--- src/rtl/ms_tick_timer.sv ---
// Millisecond countdown timer on the CPU I/O bus: counts tick_1ms rising edges
// against LOAD, flags expiry in STATUS and raises a level interrupt.
module ms_tick_timer #(
    parameter int WIDTH = 32
) (
    input  logic             clk,
    input  logic             reset,
    input  logic             tick_1ms,
    input  logic             we,
    input  logic [1:0]       addr,
    input  logic [WIDTH-1:0] wdata,
    output logic [WIDTH-1:0] rdata,
    output logic             irq,
    output logic             running
);

    typedef enum logic {
        IDLE = 1'b0,
        RUN  = 1'b1
    } state_t;

    localparam logic [1:0] A_CTRL   = 2'd0;
    localparam logic [1:0] A_LOAD   = 2'd1;
    localparam logic [1:0] A_COUNT  = 2'd2;
    localparam logic [1:0] A_STATUS = 2'd3;

    state_t           state;
    logic             tick_q;
    logic             ctrl_en;
    logic             ctrl_auto;
    logic             ctrl_ie;
    logic [WIDTH-1:0] load;
    logic [WIDTH-1:0] count;
    logic             st_exp;
    logic             st_miss;

    logic tk;
    logic wr_ctrl;
    logic wr_load;
    logic wr_status;
    logic start_ok;
    logic expire;
    logic clr_exp;
    logic clr_miss;

    assign tk        = tick_1ms & ~tick_q;
    assign wr_ctrl   = we && (addr == A_CTRL);
    assign wr_load   = we && (addr == A_LOAD);
    assign wr_status = we && (addr == A_STATUS);
    assign start_ok  = wdata[0] && (load != '0);
    assign clr_exp   = wr_status & wdata[0];
    assign clr_miss  = wr_status & wdata[1];

    // A CTRL write in the same cycle swallows the tick. Expiry also covers
    // COUNT==0 so an auto-reload of a zeroed LOAD cannot wedge the counter.
    assign expire = (state == RUN) && tk && !wr_ctrl && (count <= WIDTH'(1));

    assign running = (state == RUN);

    always_ff @(posedge clk) begin
        if (reset) begin
            state     <= IDLE;
            tick_q    <= 1'b0;
            ctrl_en   <= 1'b0;
            ctrl_auto <= 1'b0;
            ctrl_ie   <= 1'b0;
            load      <= '0;
            count     <= '0;
            st_exp    <= 1'b0;
            st_miss   <= 1'b0;
            irq       <= 1'b0;
            rdata     <= '0;
        end else begin
            tick_q <= tick_1ms;
            irq    <= st_exp & ctrl_ie;

            // Reads sample the registers before any write of this same edge.
            case (addr)
                A_CTRL:   rdata <= {{(WIDTH-3){1'b0}}, ctrl_ie, ctrl_auto, ctrl_en};
                A_LOAD:   rdata <= load;
                A_COUNT:  rdata <= count;
                A_STATUS: rdata <= {{(WIDTH-2){1'b0}}, st_miss, st_exp};
                default:  rdata <= '0;
            endcase

            if (wr_load) begin
                load <= wdata;
            end

            // Write-1-to-clear; a simultaneous expiry set takes priority.
            st_exp  <= (st_exp & ~clr_exp) | expire;
            st_miss <= (st_miss & ~clr_miss) | (expire & st_exp);

            if (wr_ctrl) begin
                ctrl_auto <= wdata[1];
                ctrl_ie   <= wdata[2];
                if (start_ok) begin
                    ctrl_en <= 1'b1;
                    count   <= load;
                    state   <= RUN;
                end else begin
                    ctrl_en <= 1'b0;
                    state   <= IDLE;
                end
            end else if (state == RUN && tk) begin
                if (count > WIDTH'(1)) begin
                    count <= count - WIDTH'(1);
                end else if (ctrl_auto) begin
                    count <= load;
                end else begin
                    count   <= '0;
                    ctrl_en <= 1'b0;
                    state   <= IDLE;
                end
            end
        end
    end

endmodule

--- config.mk ---
export PLATFORM = sky130hd
export DESIGN_NAME = ms_tick_timer
export DESIGN_NICKNAME = d
export VERILOG_FILES = /design/src/rtl/ms_tick_timer.sv
export SDC_FILE = /design/constraint.sdc
export NUM_CORES = 1
export LEC_CHECK = 0
export CAP_MARGIN = 10
export CORE_MARGIN = 1
export CORE_UTILIZATION = 40
export CTS_BUF_LIST = sky130_fd_sc_hd__clkbuf_8
export CTS_CLUSTER_SIZE = 28
export DETAILED_ROUTE_END_ITERATION = 16
export PLACE_DENSITY = 0.68
export SYNTH_ARGS = -nofsm -noshare
export SYNTH_HDL_FRONTEND = slang
export SYNTH_SLANG_ARGS = --single-unit
--- constraint.sdc ---
create_clock -name clk -period 5.2 [get_ports clk]
set_input_delay 0.52 -clock clk [delete_from_list [all_inputs] [get_ports clk]]
set_output_delay 0.52 -clock clk [all_outputs]
set_load 0.01 [all_outputs]
# Word level (Yosys, flattened, before mapping)
# Index checks and enable logic that the tools add are counted.
[totals]
in_bits = 38
wordCells = 55
register_bits = 103
[classes]
mux = 11
order_cmp = 2
n_addsub = 1
n_bitwise = 12
n_reduce_logical = 13
eq_ne = 6
[ops]
columns = ["operator", "n"]
rows = [
  ["$mux W32", 5],
  ["$pmux W32 S4", 1],
  ["$gt A32 B1 Y1 const B", 1],
  ["$le A32 B1 Y1 const B", 1],
  ["$reduce_bool A32 Y1", 1],
  ["$sub A32 B1 Y32 const B", 1],
  ["$and A1 B1 Y1", 7],
  ["$logic_and A1 B1 Y1", 7],
  ["$mux W1", 5],
  ["$eq A2 B2 Y1 const B", 2],
  ["$ne A2 B1 Y1 const B", 2],
  ["$not A1 Y1", 3],
  ["$reduce_and A3 Y1", 1],
  ["$eq A2 B1 Y1 const B", 1],
  ["$logic_not A2 Y1", 1],
  ["$ne A2 B2 Y1 const B", 1],
  ["$or A1 B1 Y1", 2],
  ["$reduce_and A2 Y1", 1],
  ["$reduce_bool A2 Y1", 1],
  ["$logic_not A1 Y1", 1],
]

# Depth between registers and ports, before layout
[logic_depth]
word_depth = 7
ltp_mapped = 8
mapped_depth_nobuf = 7

# Worst setup path after synthesis
# OpenSTA, ideal clock, no wires.
[synth_path]
path_kind = "input to register"
start = "input addr[1]"
end = "register count[10]"
cell_stages = 7
arrival_ps = 2143
required_ps = 5064
n_path_buf = 2
setup_slack_ps = 2921
cell_sequence = "clkbuf_1 or3b_1 nand2_1 nor2_1 o21ai_1 clkbuf_1 o32ai_1"
[synth_via]
elab_chain_len = 4
word_cells_on_any_way = 6
[synth_lines]
columns = ["item", "line_no", "source"]
rows = [
  ["start: declaration", "10", "input logic [1:0] addr,"],
  ["$logic_not A2 Y1 *", "47", "assign wr_ctrl = we && (addr == A_CTRL);"],
  ["$logic_and A1 B1 Y1 *", "47", ""],
  ["$ne A2 B1 Y1 (no line) / $reduce_bool A2 Y1 (equally long branches)", "-", ""],
  ["$reduce_and A2 Y1 (no line)", "-", ""],
  ["end signal: assignment", "99", "count <= load;"],
  ["end signal: assignment", "107", "count <= count - WIDTH'(1);"],
  ["end signal: assignment", "109", "count <= load;"],
  ["end: declaration", "33", "logic [WIDTH-1:0] count;"],
]
# Every way passes the cells marked *; elsewhere a longest branch is shown, timed or not.
# A chain may end at the register's enable or synchronous reset.

# Final worst setup path
[layout_path]
start = "register count[26]"
end = "register count[27]"
[layout_via]
elab_chain_len = 4
word_cells_on_any_way = 5
[layout_lines]
columns = ["item", "line_no", "source"]
rows = [
  ["$sub A32 B1 Y32 / $gt A32 B1 Y1 (equally long branches)", "107, 106", ""],
  ["$mux W32 *", "106", "if (count > WIDTH'(1)) begin"],
  ["$mux W32 *", "105", "end else if (state == RUN && tk) begin"],
  ["$mux W32 *", "94", "if (wr_ctrl) begin"],
]
# Every way passes the cells marked *; elsewhere a longest branch is shown, timed or not. The select of a mux whose other input is x is not followed.

==> summary.md <==
| Metric | Value |
|---|---|
| Yosys warnings | 0 |
| Type of origin of the critical path | register |
| Max Root-Sink Buffers | 2 |
| Distinct cells, synth | 53 |
| Mapped Area | 0.004855 mm² |
| Antenna viol nets, final | 0 |
| Ant diodes | 0 |
| Worst Tran Pin Value | 1.178 ns |
| Fin. max-slew vios | 0 |
| Htree depth | 3 |
| Core area | 0.01161 mm² |
| Layout cell share with drive strength beyond 1 | 6.573% |
| Post-synthesis sequential area ratio | 42.47% |
| Worst endpoint required time | 5.48 ns |
| RSZ-0062 raised after global routing | no |
| Worst hold margin | 0.4781 ns |
| Hold_buf cts | 0 |
| Chip Height | 112.2 µm |
| Initial antenna violation count | 0 |
| DIE AREA | 0.01258 mm² |
| WL per Instance | 17.82 µm |
| Setup Buffers After CTS | 0 |
| Initial core utilization | 41.80% |
| CTS root buf | clkbuf_8 |
| Multi-input logic area | 0.002545 mm² |
| Worst-path clk slew | 0.09 ns |
| Avg Cell Area, Syn | 8.200 µm² |
| Via/cell ratio | 6.189 |
| IO Count | 72 |
| Power Dens Cells | 328.1 mW/mm² |
| Critical path type | register to register |
| Leakage power | 2.086 nW |
| Die Width | 112.2 µm |
| DRT Wirelength | 13930 µm |
| Clock Latency Late Sink | 0.37 ns |
| Vias in the first global route | 4538 |
| CTS tree | built |
| Final critical-path share of the clock period | 56.64% |
| Synth Flop Type | dfxtp_1 |
| Total global routing overflow | 0 |
| Peak supply drop | 0.1446 mV |
| Ys async rst share | 0% |
| Cts bufs inserted | 9 |
| # fillers | 1130 |
| Dpl hpwl | 9388 µm |
| Drt pass-1 iters | 12 |
| Post-layout minimum cycle time | 2.945 ns |
| Synthesized flop and latch total | 103 |
| Crit. End Element | register |
| GP Congestion | 0.9136 |
| Syn_nets | 632 |
| Area leader, netlist | dfxtp_1 |
| Mapped Cells | 592 |
| Largest net degree at the start of global routing | 97 |
| Pwr Total | 1.910 mW |
| Global Route Usage Sum | 22.61% |
| Fin nets | 676 |
| First-pass GRT wire length | 22790 µm |
| Rows | 39 |
| Area growth syn-to-layout | 19.90% |
| Drt initial violations | 508 |
| Hold crit path type | register to register |
| Number of cells after detailed placement | 768 |
| Setup tns final | 0 ns |
| CTS resizes | 0 |
| Max-cap check violation count | 0 |
| IO Port Bufs | 71 |
| Rel. slew slack | 21.46% |
| Setup Skew | 0.005998 ns |
| Status | finished, violations left |
| Max FO, Critical Path | 23 |
| Final hold vios | 0 |
| Clk sinks | 103 |
| Post-synth top area share | 42.47% |
| Data arrival time of the worst path | 3.22 ns |
| Fmax | 339.5 MHz |
| DRC | 2 |
| Post-synth EDFFs | 0 |
| Final setup fails | 0 |
| Vias | 4840 |
| Synth area leaders | dfxtp_1 (42%), a22oi_1 (8.5%), nand2_1 (7.6%), a21oi_1 (4.2%), nor2_1 (3.9%) |
| Failing checks | design-rule violations |
| Sequential cell area | 0.002062 mm² |
| Post-route insts no fill | 782 |
flip-flops by register name (all words and copies together) (netlist names):
signal	cells
ctrl_auto	1
st_miss	1
rdata	32
tick_q	1
irq	1
ctrl_ie	1
st_exp	1
count	32
load	32
ctrl_en	1
worst max-delay path, stage by stage, from the launching register on:
cell	delay [ns]
dfxtp_1	0.36
nor4_1	0.62
nand4_1	0.39
o41ai_4	0.65
buf_4	0.39
a22oi_1	0.14
a221oi_1	0.28
power by group:
part	switching (mW)	internal [mW]	leakage [nW]
Sequential	0.0369	0.816	0.834
Clock	0.256	0.191	0.0937
Combinational	0.364	0.245	1.16
Total	0.657	1.25	2.09
final timing paths:
check,startpoint,to,slack [ns],depth (start not counted)
setup / recovery,count[26]$_SDFFE_PP0P_,count[27]$_SDFFE_PP0P_,2.25,6
hold reg to reg,st_miss$_SDFF_PP0_,st_miss$_SDFF_PP0_,0.48,2
hold / removal,st_miss$_SDFF_PP0_,st_miss$_SDFF_PP0_,0.48,2
setup reg to reg,count[26]$_SDFFE_PP0P_,count[27]$_SDFFE_PP0P_,2.25,6
synth_stat cells, types with 3 or more instances:
master     count
mux2i_1        3
a32oi_1       14
a2bb2oi_1      3
and4_1         3
a22oi_1       55
or4_1          9
nor4_1        16
o31ai_1        5
nor2_1        51
nand3_1       11
o21ai_0        3
o211ai_1       3
a221oi_1       4
o32ai_1       16
a21oi_1       41
inv_1         22
dfxtp_1      103
nand4_1        8
nand2_1       98
a311oi_1       6
and2_1         4
clkbuf_1      44
nor3_1        19
nor2b_1        5
a31oi_1        4
metal layers:
metal | part of all wire, % | global-route usage [%]
met1 | 45 | 32.05
met2 | 44 | 34.00
met3 | 8.5 | 4.320
met4 | 2.1 | 8.622
met5 | 0 | 0
logic make-up (layout without fill, tap and decap cells):
| group | Yosys count | after routing | share of synthesized area [%] |
|---|---|---|---|
| AOI/OAI and AO/OA | 171 | 171 | 25.77 |
| buffers and inverters | 71 | 118 | 5.696 |
| adders and majority gates | 2 | 2 | 0.5154 |
| muxes | 5 | 5 | 1.546 |
| DFF | 103 | 103 | 42.47 |
| and+or+nand+nor | 240 | 240 | 23.99 |
layout make-up:
type,count,area share [%]
clock inverter,3,0.2150
inverter,22,1.419
sequential,103,35.43
clock buffer,11,2.601
timing repair buffer,82,13.54
tap,143,3.074
multi-input combinational,418,43.72
layout by cell type, fill, tap and decap left out, types with 3 or more instances in the layout:
master             n
dfxtp_1          103
nand2_1           98
clkdlybuf4s50_1   70
a22oi_1           55
nor2_1            51
a21oi_1           41
inv_1             24
nor3_1            19
o32ai_1           16
nor4_1            15
a32oi_1           14
nand3_1           11
clkbuf_8          11
buf_4             11
or4_1              9
nand4_1            8
a311oi_1           6
o31ai_1            5
a221oi_1           4
and2_1             4
o211ai_1           3
and4_1             3
nor2b_1            3
a2bb2oi_1          3
mux2i_1            3
o21ai_0            3
a31oi_1            3
through the flow:
step                      utilization [%]  cell area (µm²)  setup slack, ns
final                               50.12             5821            2.255
after detailed placement            48.71             5657            1.989
after floorplan                         -             4855            2.921
after CTS                           50.12             5821            2.322
after global routing                50.12             5821            2.059
after global placement              48.71             5657            2.127
(Power assumes the default switching activity.)
